===== config.mk =====
export PLATFORM = sky130hd
export DESIGN_NAME = ex_muldiv_flat
export DESIGN_NICKNAME = d
export VERILOG_FILES = /design/src/rtl/mips_pkg.sv /design/src/rtl/ex_muldiv_if.sv /design/src/rtl/ex_muldiv.sv /design/src/flat_wrapper.sv
export SDC_FILE = /design/constraint.sdc
export NUM_CORES = 1
export LEC_CHECK = 0
export CAP_MARGIN = 20
export CORE_MARGIN = 4
export CORE_UTILIZATION = 49
export CTS_BUF_LIST = sky130_fd_sc_hd__clkbuf_8
export DETAILED_ROUTE_END_ITERATION = 10
export PLACE_DENSITY_LB_ADDON = 0.08
export SLEW_MARGIN = 25
export SYNTH_ARGS = -nofsm -noshare
export SYNTH_HDL_FRONTEND = slang
export SYNTH_SLANG_ARGS = --single-unit

===== constraint.sdc =====
create_clock -name clk -period 3.6 [get_ports clk]
set_input_delay 0.54 -clock clk [delete_from_list [all_inputs] [get_ports clk]]
set_output_delay 0.54 -clock clk [all_outputs]
set_load 0.05 [all_outputs]

===== src/rtl/mips_pkg.sv =====
// Shared definitions for the EX-stage HI/LO multiply/divide unit: op encodings,
// FSM state type and two's-complement helpers.
package mips_pkg;

  localparam int DEF_DATA_W = 32;

  localparam logic [1:0] MD_MULT  = 2'b00;
  localparam logic [1:0] MD_MULTU = 2'b01;
  localparam logic [1:0] MD_DIV   = 2'b10;
  localparam logic [1:0] MD_DIVU  = 2'b11;

  typedef enum logic [1:0] {
    IDLE = 2'd0,
    CALC = 2'd1,
    FIX  = 2'd2
  } md_state_t;

  function automatic logic [DEF_DATA_W-1:0] mdNeg(input logic [DEF_DATA_W-1:0] v);
    return ~v + DEF_DATA_W'(1);
  endfunction

  function automatic logic [2*DEF_DATA_W-1:0] mdNegWide(input logic [2*DEF_DATA_W-1:0] v);
    return ~v + (2*DEF_DATA_W)'(1);
  endfunction

  // Magnitude for signed ops; 0x80000000 stays 0x80000000 and is read as unsigned.
  function automatic logic [DEF_DATA_W-1:0] mdAbs(input logic [DEF_DATA_W-1:0] v,
                                                  input logic isSigned);
    return (isSigned && v[DEF_DATA_W-1]) ? mdNeg(v) : v;
  endfunction

endpackage


===== src/rtl/ex_muldiv_if.sv =====
// Port bundle between the EX stage (master) and the HI/LO multiply/divide unit (slave).
interface ex_muldiv_if #(
  parameter int DATA_W = mips_pkg::DEF_DATA_W
);
  import mips_pkg::*;

  // start is a single-cycle launch pulse accepted only while busy is low; busy rises
  // on the next edge and stays high until the result is in HI/LO, and done pulses
  // for one cycle with busy low once HI/LO hold the result. cancel drops an op in
  // flight without touching HI/LO; mthi/mtlo write wdata on the next edge.
  logic              start;
  logic [1:0]        op;
  logic [DATA_W-1:0] src_a;
  logic [DATA_W-1:0] src_b;
  logic              cancel;
  logic              mthi;
  logic              mtlo;
  logic [DATA_W-1:0] wdata;
  logic [DATA_W-1:0] hi_out;
  logic [DATA_W-1:0] lo_out;
  logic              busy;
  logic              done;
  md_state_t         dbgState;

  modport master (
    output start, op, src_a, src_b, cancel, mthi, mtlo, wdata,
    input  hi_out, lo_out, busy, done, dbgState
  );

  modport slave (
    input  start, op, src_a, src_b, cancel, mthi, mtlo, wdata,
    output hi_out, lo_out, busy, done, dbgState
  );

endinterface


===== src/rtl/ex_muldiv.sv =====
// Iterative MULT/MULTU/DIV/DIVU unit owning HI/LO; one result bit per cycle.
// Build option MULDIV_EARLY_EXIT_EN: multiply leaves CALC once the remaining multiplier is zero.
module ex_muldiv
  import mips_pkg::*;
#(
  parameter int DATA_W = DEF_DATA_W
) (
  input logic        clk,
  input logic        rst,
  ex_muldiv_if.slave bus
);

  localparam int              CNT_W    = $clog2(DATA_W);
  localparam logic [CNT_W-1:0] LAST_CNT = CNT_W'(DATA_W - 1);

  md_state_t           state;
  md_state_t           stateNext;
  logic [CNT_W-1:0]    count;
  logic [1:0]          opReg;
  logic                negQuot;
  logic                negRem;
  logic [DATA_W-1:0]   dividendRaw;
  logic [DATA_W-1:0]   mplier;
  logic [2*DATA_W-1:0] acc;
  logic [2*DATA_W-1:0] mcand;
  logic [DATA_W-1:0]   hiReg;
  logic [DATA_W-1:0]   loReg;
  logic                busyReg;
  logic                doneReg;

  logic                launchSigned;
  logic [DATA_W-1:0]   absA;
  logic [DATA_W-1:0]   absB;
  logic                isDiv;
  logic                lastStep;
  logic [2*DATA_W-1:0] mulAcc;
  logic [DATA_W:0]     trial;
  logic [2*DATA_W-1:0] divAcc;
  logic [2*DATA_W-1:0] product;
  logic                divZero;
  logic [DATA_W-1:0]   resHi;
  logic [DATA_W-1:0]   resLo;

  assign launchSigned = ~bus.op[0];
  assign absA         = mdAbs(bus.src_a, launchSigned);
  assign absB         = mdAbs(bus.src_b, launchSigned);
  assign isDiv        = opReg[1];

`ifdef MULDIV_EARLY_EXIT_EN
  assign lastStep = isDiv ? (count == LAST_CNT) : ((mplier >> 1) == '0);
`else
  assign lastStep = (count == LAST_CNT);
`endif

  // acc is shared: product accumulator for multiply, {remainder, quotient} for divide.
  always_comb begin
    mulAcc = acc + (mplier[0] ? mcand : '0);
    trial  = acc[2*DATA_W-1:DATA_W-1] - {1'b0, mplier};
    divAcc = trial[DATA_W] ? {acc[2*DATA_W-2:0], 1'b0}
                           : {trial[DATA_W-1:0], acc[DATA_W-2:0], 1'b1};
  end

  always_comb begin
    product = negQuot ? mdNegWide(acc) : acc;
    divZero = (mplier == '0);
    resHi   = product[2*DATA_W-1:DATA_W];
    resLo   = product[DATA_W-1:0];
    if (isDiv) begin
      if (divZero) begin
        resHi = dividendRaw;
        resLo = '1;
      end else begin
        resHi = negRem  ? mdNeg(acc[2*DATA_W-1:DATA_W]) : acc[2*DATA_W-1:DATA_W];
        resLo = negQuot ? mdNeg(acc[DATA_W-1:0])        : acc[DATA_W-1:0];
      end
    end
  end

  always_comb begin
    stateNext = state;
    case (state)
      IDLE: if (bus.start && !bus.cancel) stateNext = CALC;
      CALC: begin
        if (bus.cancel)    stateNext = IDLE;
        else if (lastStep) stateNext = FIX;
      end
      FIX:     stateNext = IDLE;
      default: stateNext = IDLE;
    endcase
  end

  always_ff @(posedge clk or negedge rst) begin
    if (!rst) state <= IDLE;
    else      state <= stateNext;
  end

  always_ff @(posedge clk or negedge rst) begin
    if (!rst) begin
      count       <= '0;
      opReg       <= MD_MULT;
      negQuot     <= 1'b0;
      negRem      <= 1'b0;
      dividendRaw <= '0;
      mplier      <= '0;
      acc         <= '0;
      mcand       <= '0;
    end else begin
      case (state)
        IDLE: begin
          if (bus.start && !bus.cancel) begin
            count       <= '0;
            opReg       <= bus.op;
            negQuot     <= launchSigned && (bus.src_a[DATA_W-1] ^ bus.src_b[DATA_W-1]);
            negRem      <= launchSigned && bus.src_a[DATA_W-1];
            dividendRaw <= bus.src_a;
            mplier      <= absB;
            mcand       <= {{DATA_W{1'b0}}, absA};
            acc         <= bus.op[1] ? {{DATA_W{1'b0}}, absA} : '0;
          end
        end
        CALC: begin
          if (!bus.cancel) begin
            count <= count + 1'b1;
            if (isDiv) begin
              acc <= divAcc;
            end else begin
              acc    <= mulAcc;
              mcand  <= mcand << 1;
              mplier <= mplier >> 1;
            end
          end
        end
        default: ;
      endcase
    end
  end

  // A completing op wins over an MTHI/MTLO in the same cycle.
  always_ff @(posedge clk or negedge rst) begin
    if (!rst) begin
      hiReg   <= '0;
      loReg   <= '0;
      busyReg <= 1'b0;
      doneReg <= 1'b0;
    end else begin
      busyReg <= (stateNext != IDLE);
      doneReg <= (state == FIX) && !bus.cancel;
      if ((state == FIX) && !bus.cancel) begin
        hiReg <= resHi;
        loReg <= resLo;
      end else begin
        if (bus.mthi) hiReg <= bus.wdata;
        if (bus.mtlo) loReg <= bus.wdata;
      end
    end
  end

  assign bus.hi_out   = hiReg;
  assign bus.lo_out   = loReg;
  assign bus.busy     = busyReg;
  assign bus.done     = doneReg;
  assign bus.dbgState = state;

endmodule


===== src/flat_wrapper.sv =====
// flat-port wrapper written by rule: the top's interface ports become plain ports
module ex_muldiv_flat import mips_pkg::*;
#(
  parameter int DATA_W = DEF_DATA_W
)
  (clk, rst, bus_start, bus_op, bus_src_a, bus_src_b, bus_cancel, bus_mthi, bus_mtlo, bus_wdata, bus_hi_out, bus_lo_out, bus_busy, bus_done, bus_dbgState);
  ex_muldiv_if #(.DATA_W(DATA_W)) bus_i ();
  input logic clk;
  input logic rst;
  input wire logic [$bits(bus_i.start)-1:0] bus_start;
  input wire logic [$bits(bus_i.op)-1:0] bus_op;
  input wire logic [$bits(bus_i.src_a)-1:0] bus_src_a;
  input wire logic [$bits(bus_i.src_b)-1:0] bus_src_b;
  input wire logic [$bits(bus_i.cancel)-1:0] bus_cancel;
  input wire logic [$bits(bus_i.mthi)-1:0] bus_mthi;
  input wire logic [$bits(bus_i.mtlo)-1:0] bus_mtlo;
  input wire logic [$bits(bus_i.wdata)-1:0] bus_wdata;
  output wire logic [$bits(bus_i.hi_out)-1:0] bus_hi_out;
  output wire logic [$bits(bus_i.lo_out)-1:0] bus_lo_out;
  output wire logic [$bits(bus_i.busy)-1:0] bus_busy;
  output wire logic [$bits(bus_i.done)-1:0] bus_done;
  output wire logic [$bits(bus_i.dbgState)-1:0] bus_dbgState;
  assign bus_i.start = bus_start;
  assign bus_i.op = bus_op;
  assign bus_i.src_a = bus_src_a;
  assign bus_i.src_b = bus_src_b;
  assign bus_i.cancel = bus_cancel;
  assign bus_i.mthi = bus_mthi;
  assign bus_i.mtlo = bus_mtlo;
  assign bus_i.wdata = bus_wdata;
  assign bus_hi_out = bus_i.hi_out;
  assign bus_lo_out = bus_i.lo_out;
  assign bus_busy = bus_i.busy;
  assign bus_done = bus_i.done;
  assign bus_dbgState = bus_i.dbgState;
  ex_muldiv #(.DATA_W(DATA_W)) u_core (.clk(clk), .rst(rst), .bus(bus_i));
endmodule

After elaboration in Yosys (flattened, before gate mapping)
Cells that the tools add are included.
{"block": "word_totals", "out_inout_bits": 68, "n_memories": 0, "latch_bits": 0, "mem_bits_rw": 0, "in_bits": 104, "ff_bits": 269, "romBits": 0}
{"block": "classes", "n_reduce_logical": 15, "div_mod_pow": 0, "addsub": 8, "n_mux": 35, "n_shift": 0, "n_eq_ne": 6, "bitwise": 7, "multipliers": 0, "n_lt_le_gt_ge": 0}
{"operator": "$mux W64", "count": 9}
{"operator": "$mux W32", "count": 16}
{"operator": "$pmux W64 S2", "count": 2}
{"operator": "$add A32 B1 Y32 const B", "count": 4}
{"operator": "$not A32 Y32", "count": 4}
{"operator": "$add A64 B1 Y64 const B", "count": 1}
{"operator": "$add A64 B64 Y64", "count": 1}
{"operator": "$not A64 Y64", "count": 1}
{"operator": "$pmux W32 S2", "count": 1}
{"operator": "$sub A33 B32 Y33", "count": 1}
{"operator": "$logic_not A32 Y1", "count": 1}
{"operator": "$mux W5", "count": 2}
{"operator": "$pmux W5 S2", "count": 1}
{"operator": "$reduce_bool A2 Y1", "count": 4}
{"operator": "$mux W2", "count": 3}
{"operator": "$add A5 B1 Y5 const B", "count": 1}
{"operator": "$eq A5 B5 Y1 const B", "count": 1}
{"operator": "$logic_and A1 B1 Y1", "count": 5}
{"operator": "$ne A2 B2 Y1 const B", "count": 2}
{"operator": "$pmux W2 S2", "count": 1}
{"operator": "$reduce_and A4 Y1", "count": 1}
{"operator": "$reduce_and A3 Y1", "count": 1}
{"operator": "$eq A2 B1 Y1 const B", "count": 1}
{"operator": "$eq A2 B2 Y1 const B", "count": 1}
{"operator": "other kinds (6)", "count": 6}

Depth between registers and ports, before layout
{"block": "depth", "ltp_word": 6, "ltp_mapped": 16}

Worst setup path before layout
Ideal clock, no wire load.
{"block": "synth_timing", "path_kind": "register to register", "start": "register u_core.acc[11]", "end": "register u_core.hiReg[17] (netlist: u_core.bus.hi_out[17])", "period_less_slack_ns": 3.850, "setup_ns": 0.129, "t_arrival_ns": 3.720, "required_time_ns": 3.471, "path_stages_with_launch": 14, "setup_slack_ns": -0.250, "cell_sequence": "dfrtp_1 -> or4_1 -> or3_4 -> or3_1 -> buf_2 -> or3_1 -> buf_2 -> or3_1 -> buf_2 -> or4_4 -> o31ai_1 -> xnor2_1 -> o211ai_1 -> o21ai_1"}
{"block": "synth_via", "elab_chain_cells": 5}
{"item": "from (decl)", "line": "ex_muldiv.sv:24", "source": "logic [2*DATA_W-1:0] acc;"}
{"item": "from (signal assigned)", "line": "ex_muldiv.sv:118", "source": "acc <= bus.op[1] ? {{DATA_W{1'b0}}, absA} : '0;"}
{"item": "from (signal assigned)", "line": "ex_muldiv.sv:125", "source": "acc <= divAcc;"}
{"item": "from (signal assigned)", "line": "ex_muldiv.sv:127", "source": "acc <= mulAcc;"}
{"item": "$not A64 Y64", "line": "mips_pkg.sv:23", "source": "return ~v + (2*DEF_DATA_W)'(1);"}
{"item": "$add A64 B1 Y64", "line": "mips_pkg.sv:23"}
{"item": "$mux W64", "line": "ex_muldiv.sv:64", "source": "product = negQuot ? mdNegWide(acc) : acc;"}
{"item": "$mux W32", "line": "ex_muldiv.sv:68", "source": "if (isDiv) begin"}
{"item": "$mux W32", "line": "ex_muldiv.sv:148", "source": "if ((state == FIX) && !bus.cancel) begin"}
{"item": "to (signal assigned)", "line": "ex_muldiv.sv:149", "source": "hiReg <= resHi;"}
{"item": "to (signal assigned)", "line": "ex_muldiv.sv:152", "source": "if (bus.mthi) hiReg <= bus.wdata;"}
{"item": "to (decl)", "line": "ex_muldiv.sv:26", "source": "logic [DATA_W-1:0] hiReg;"}
No other way between the ends.
A chain may end at the register's enable or synchronous reset.

Final worst setup path
{"block": "layout_timing", "start": "register u_core.acc[10]", "end": "register u_core.hiReg[25] (netlist: u_core.bus.hi_out[25])"}
The elaborated chain is that of the path after synthesis.

==> flow_metrics.tcl <==
set metrics [dict create \
    cp.arrival_ns 4.17 \
    vias 23325 \
    hold_viol 0 \
    dieArea_um2 48060 \
    grt_pass1_vias 22596 \
    cts.path.max_buffers 3 \
    track_usage 0.3591 \
    totalWireLength_mm 89.58 \
    wl_per_cell_um 23.34 \
    cp_cell_sequence "or4_4 -> or3_4 -> or3_4 -> or3_4 -> or3_4 -> or4_4 -> o41ai_4 -> xnor2_1 -> o211ai_1 -> o21ai_1" \
    seqCellArea_um2 6714 \
    fp.dieH_um 219.2 \
    die_x_um 219.2 \
    dp_cells 3733 \
    start_kind "flip-flop" \
    final_cell_area_um2 28210 \
    layout-drive-gt1-share 0.1708 \
    ir_drop_mv 0.4420 \
    area_delta_synth_final_pct 29.04 \
    cts_buffers 49 \
    async_reset_ff_frac 1.000 \
    drt_iter0_drc 1853 \
    ys_warn_count 0 \
    placementRows 77 \
    syn_area_um2 21860 \
    ant_nets 0 \
    gp_congestion 1.004 \
    cp_top_family "simple AND/OR/NAND/NOR gates" \
    worst_slack_ns -0.04638 \
    fin_crit_ns 3.646 \
    ys_types 67 \
    fin_nets 3415 \
    clockRootBuffer "clkbuf_8" \
    port_buffers 171 \
    path_clk_slew_ns 0.06 \
    initial_core_util 0.4954 \
    final_cell_mix "nand2_1 (439), buf_4 (347), dfrtp_1 (264)" \
    slowest_stage "or4_4" \
    rr_endpoint "u_core.bus.hi_out[25]$_DFFE_PN0P_" \
    h-tree-depth 2 \
    synth_cells 2820 \
    synth_flop_cell "dfrtp_1" \
    multi_input_area_um2 14790 \
    worstPathMaxFanout 3 \
    slew_headroom 0.2873 \
    maxCapViolations 0 \
    nFillCells 3984 \
    cts_sinks 268 \
    grt_antenna_before_repair 0 \
    critPathKind "flip-flop to flip-flop" \
    finalClockSkew_ns 0.01388 \
    grt_max_degree 95 \
    tightestPinTransition_ns 1.067 \
    critPathBufInv 0 \
    leakagePower_uw 0.01279 \
    rsz0062_at_grt "yes" \
    min_path_type "input port to asynchronous set/reset pin" \
    grt-ovfl-total 0 \
    end_kind "flip-flop" \
    rr_worst_depth 10 \
    p_per_area_nw_per_um2 757.3 \
    final_common_cell "nand2_1" \
    routed_via_density 6.077 \
    place_area_um2 26340 \
    synth-edff-count 0 \
    boundaryPins 172 \
    tritoncts "done" \
    violations "setup timing" \
    ys_seq_area_frac 0.3068 \
    synth-seq-cells 268 \
    place_hpwl_mm 68.40 \
    cp.required_ns 4.12 \
    rr_startpoint "u_core.acc[10]$_DFFE_PN0P_" \
    fmax_mhz 274.2 \
    insertion_delay_ns 0.65 \
    coreArea_um2 44120 \
    period_share 1.013 \
    reg2reg_slack_ns -0.05 \
    fin_cells 3838 \
    drc_errors 0 \
    synthesis.area_per_instance_um2 7.752 \
    slew_viol_final 0 \
    grt_pass1_wl_mm 133.0 \
    syn-num-nets 3027 \
    setup_viol 1 \
    path_common_cell "or3_4" \
    max_stage_delay_ns 0.53 \
    drt_first_pass_iters 8 \
    status "finished with violations" \
]
==> power by group <==
| part | switching, uW | internal (uW) |
|---|---|---|
| registers | 813 | 3660 |
| logic | 7850 | 5780 |
| clock network | 1400 | 1850 |
==> worst reg2reg max path, stage by stage (launching register included) <==
cell and delay, ns:
dfrtp_1 0.40, or4_4 0.53, or3_4 0.34, or3_4 0.42, or3_4 0.35, or3_4 0.37
or4_4 0.53, o41ai_4 0.25, xnor2_1 0.11, o211ai_1 0.15, o21ai_1 0.08
==> layout make-up <==
type / instances / area share
sequential: 268 / 0.2380
tap: 592 / 0.02626
inverter: 65 / 0.008650
clock inverter: 24 / 0.007408
clock buffer: 63 / 0.03074
timing repair buffer: 534 / 0.1645
antenna: 2 / 0.0001774
multi-input combinational: 2290 / 0.5242
==> logic make-up after synthesis <==
family	share of synthesized area
xor gates and xnor gates	0.09335
AOI/OAI and AO/OA	0.2340
and+or+nand+nor	0.2154
buffers and inverters	0.04522
DFF	0.3068
muxes	0.04550
adders and majority gates	0.05964
==> registers in the layout, indices dropped and copies added (netlist names) <==
name / cells
u_core.acc: 64
u_core.bus.dbgState: 2
u_core.bus.busy: 1
u_core.bus.lo_out: 32
u_core.mplier: 32
u_core.count: 5
u_core.bus.done: 1
u_core.opReg: 1
u_core.negRem: 1
u_core.bus.hi_out: 32
u_core.negQuot: 1
u_core.mcand: 64
u_core.dividendRaw: 32
==> timing repair <==
| action | in CTS | in global routing |
|---|---|---|
| pin swaps | 9 | 29 |
| gates cloned | 1 | 5 |
| buffers inserted | 2 | 7 |
| resized for setup | 35 | 88 |
| hold endpoints to repair | 64 | 0 |
| hold buffers | 1 | 0 |
| endpoints found under the setup margin | 36 | 44 |
==> worst max path at each step <==
stage,start,end,slack [ns],cells past startpoint
2_1_floorplan,u_core.acc[6]$_DFFE_PN0P_,u_core.bus.hi_out[25]$_DFFE_PN0P_,-0.24,13
3_3_place_gp,u_core.mplier[0]$_DFFE_PN0P_,u_core.acc[62]$_DFFE_PN0P_,-0.23,16
3_5_place_dp,u_core.mplier[0]$_DFFE_PN0P_,u_core.acc[58]$_DFFE_PN0P_,-0.26,15
4_1_cts,u_core.acc[6]$_DFFE_PN0P_,u_core.bus.hi_out[25]$_DFFE_PN0P_,-0.05,10
5_1_grt,u_core.acc[6]$_DFFE_PN0P_,u_core.bus.hi_out[25]$_DFFE_PN0P_,-0.14,10
6_report,u_core.acc[10]$_DFFE_PN0P_,u_core.bus.hi_out[25]$_DFFE_PN0P_,-0.05,10
==> layer usage <==
metal | routed length, um | global-route usage
met5 | 0 | 0
met3 | 7174 | 0.06203
met1 | 34600 | 0.4401
met2 | 42020 | 0.6043
met4 | 5780 | 0.1915
==> metrics by stage <==
| step | TNS, ns | power (uW) | setup slack [ns] | hold slack, ns | utilization |
|---|---|---|---|---|---|
| floorplan | -0.4537 | 11670 | -0.2445 | 0.2444 | - |
| global placement | -1.612 | 16950 | -0.2340 | 0.4565 | 0.5970 |
| detailed placement | -4.543 | 17080 | -0.2596 | 0.4582 | 0.5970 |
| CTS | -0.07621 | 20550 | -0.04730 | 0.4558 | 0.6258 |
| global route | -0.9957 | 22590 | -0.1438 | 0.4925 | 0.6391 |
| finish | -0.04638 | 21360 | -0.04638 | 0.4523 | 0.6393 |
==> cells in the mapped netlist, types with 17 or more instances <==
cell,count,share of area
nand2_1,442,0.076
dfrtp_1,268,0.31
o21ai_0,265,0.061
a21oi_1,214,0.049
nor2_1,214,0.037
clkbuf_1,176,0.030
xor2_1,134,0.054
ha_1,101,0.058
xnor2_1,99,0.040
mux2i_1,96,0.044
nand3_1,81,0.019
and2_1,73,0.021
inv_1,64,0.011
o211ai_1,60,0.021
a22oi_1,45,0.015
a21o_1,39,0.013
nor3_1,36,0.0082
nand4_1,30,0.0086
o31ai_1,28,0.0096
a31oi_1,26,0.0074
nor2b_1,24,0.0069
nor4_1,23,0.0066
or3_1,23,0.0066
a211oi_1,22,0.0076
o221ai_1,22,0.0088
o21a_1,18,0.0062
buf_1,17,0.0029
No activity file was read; power rests on OpenSTA's default activity.
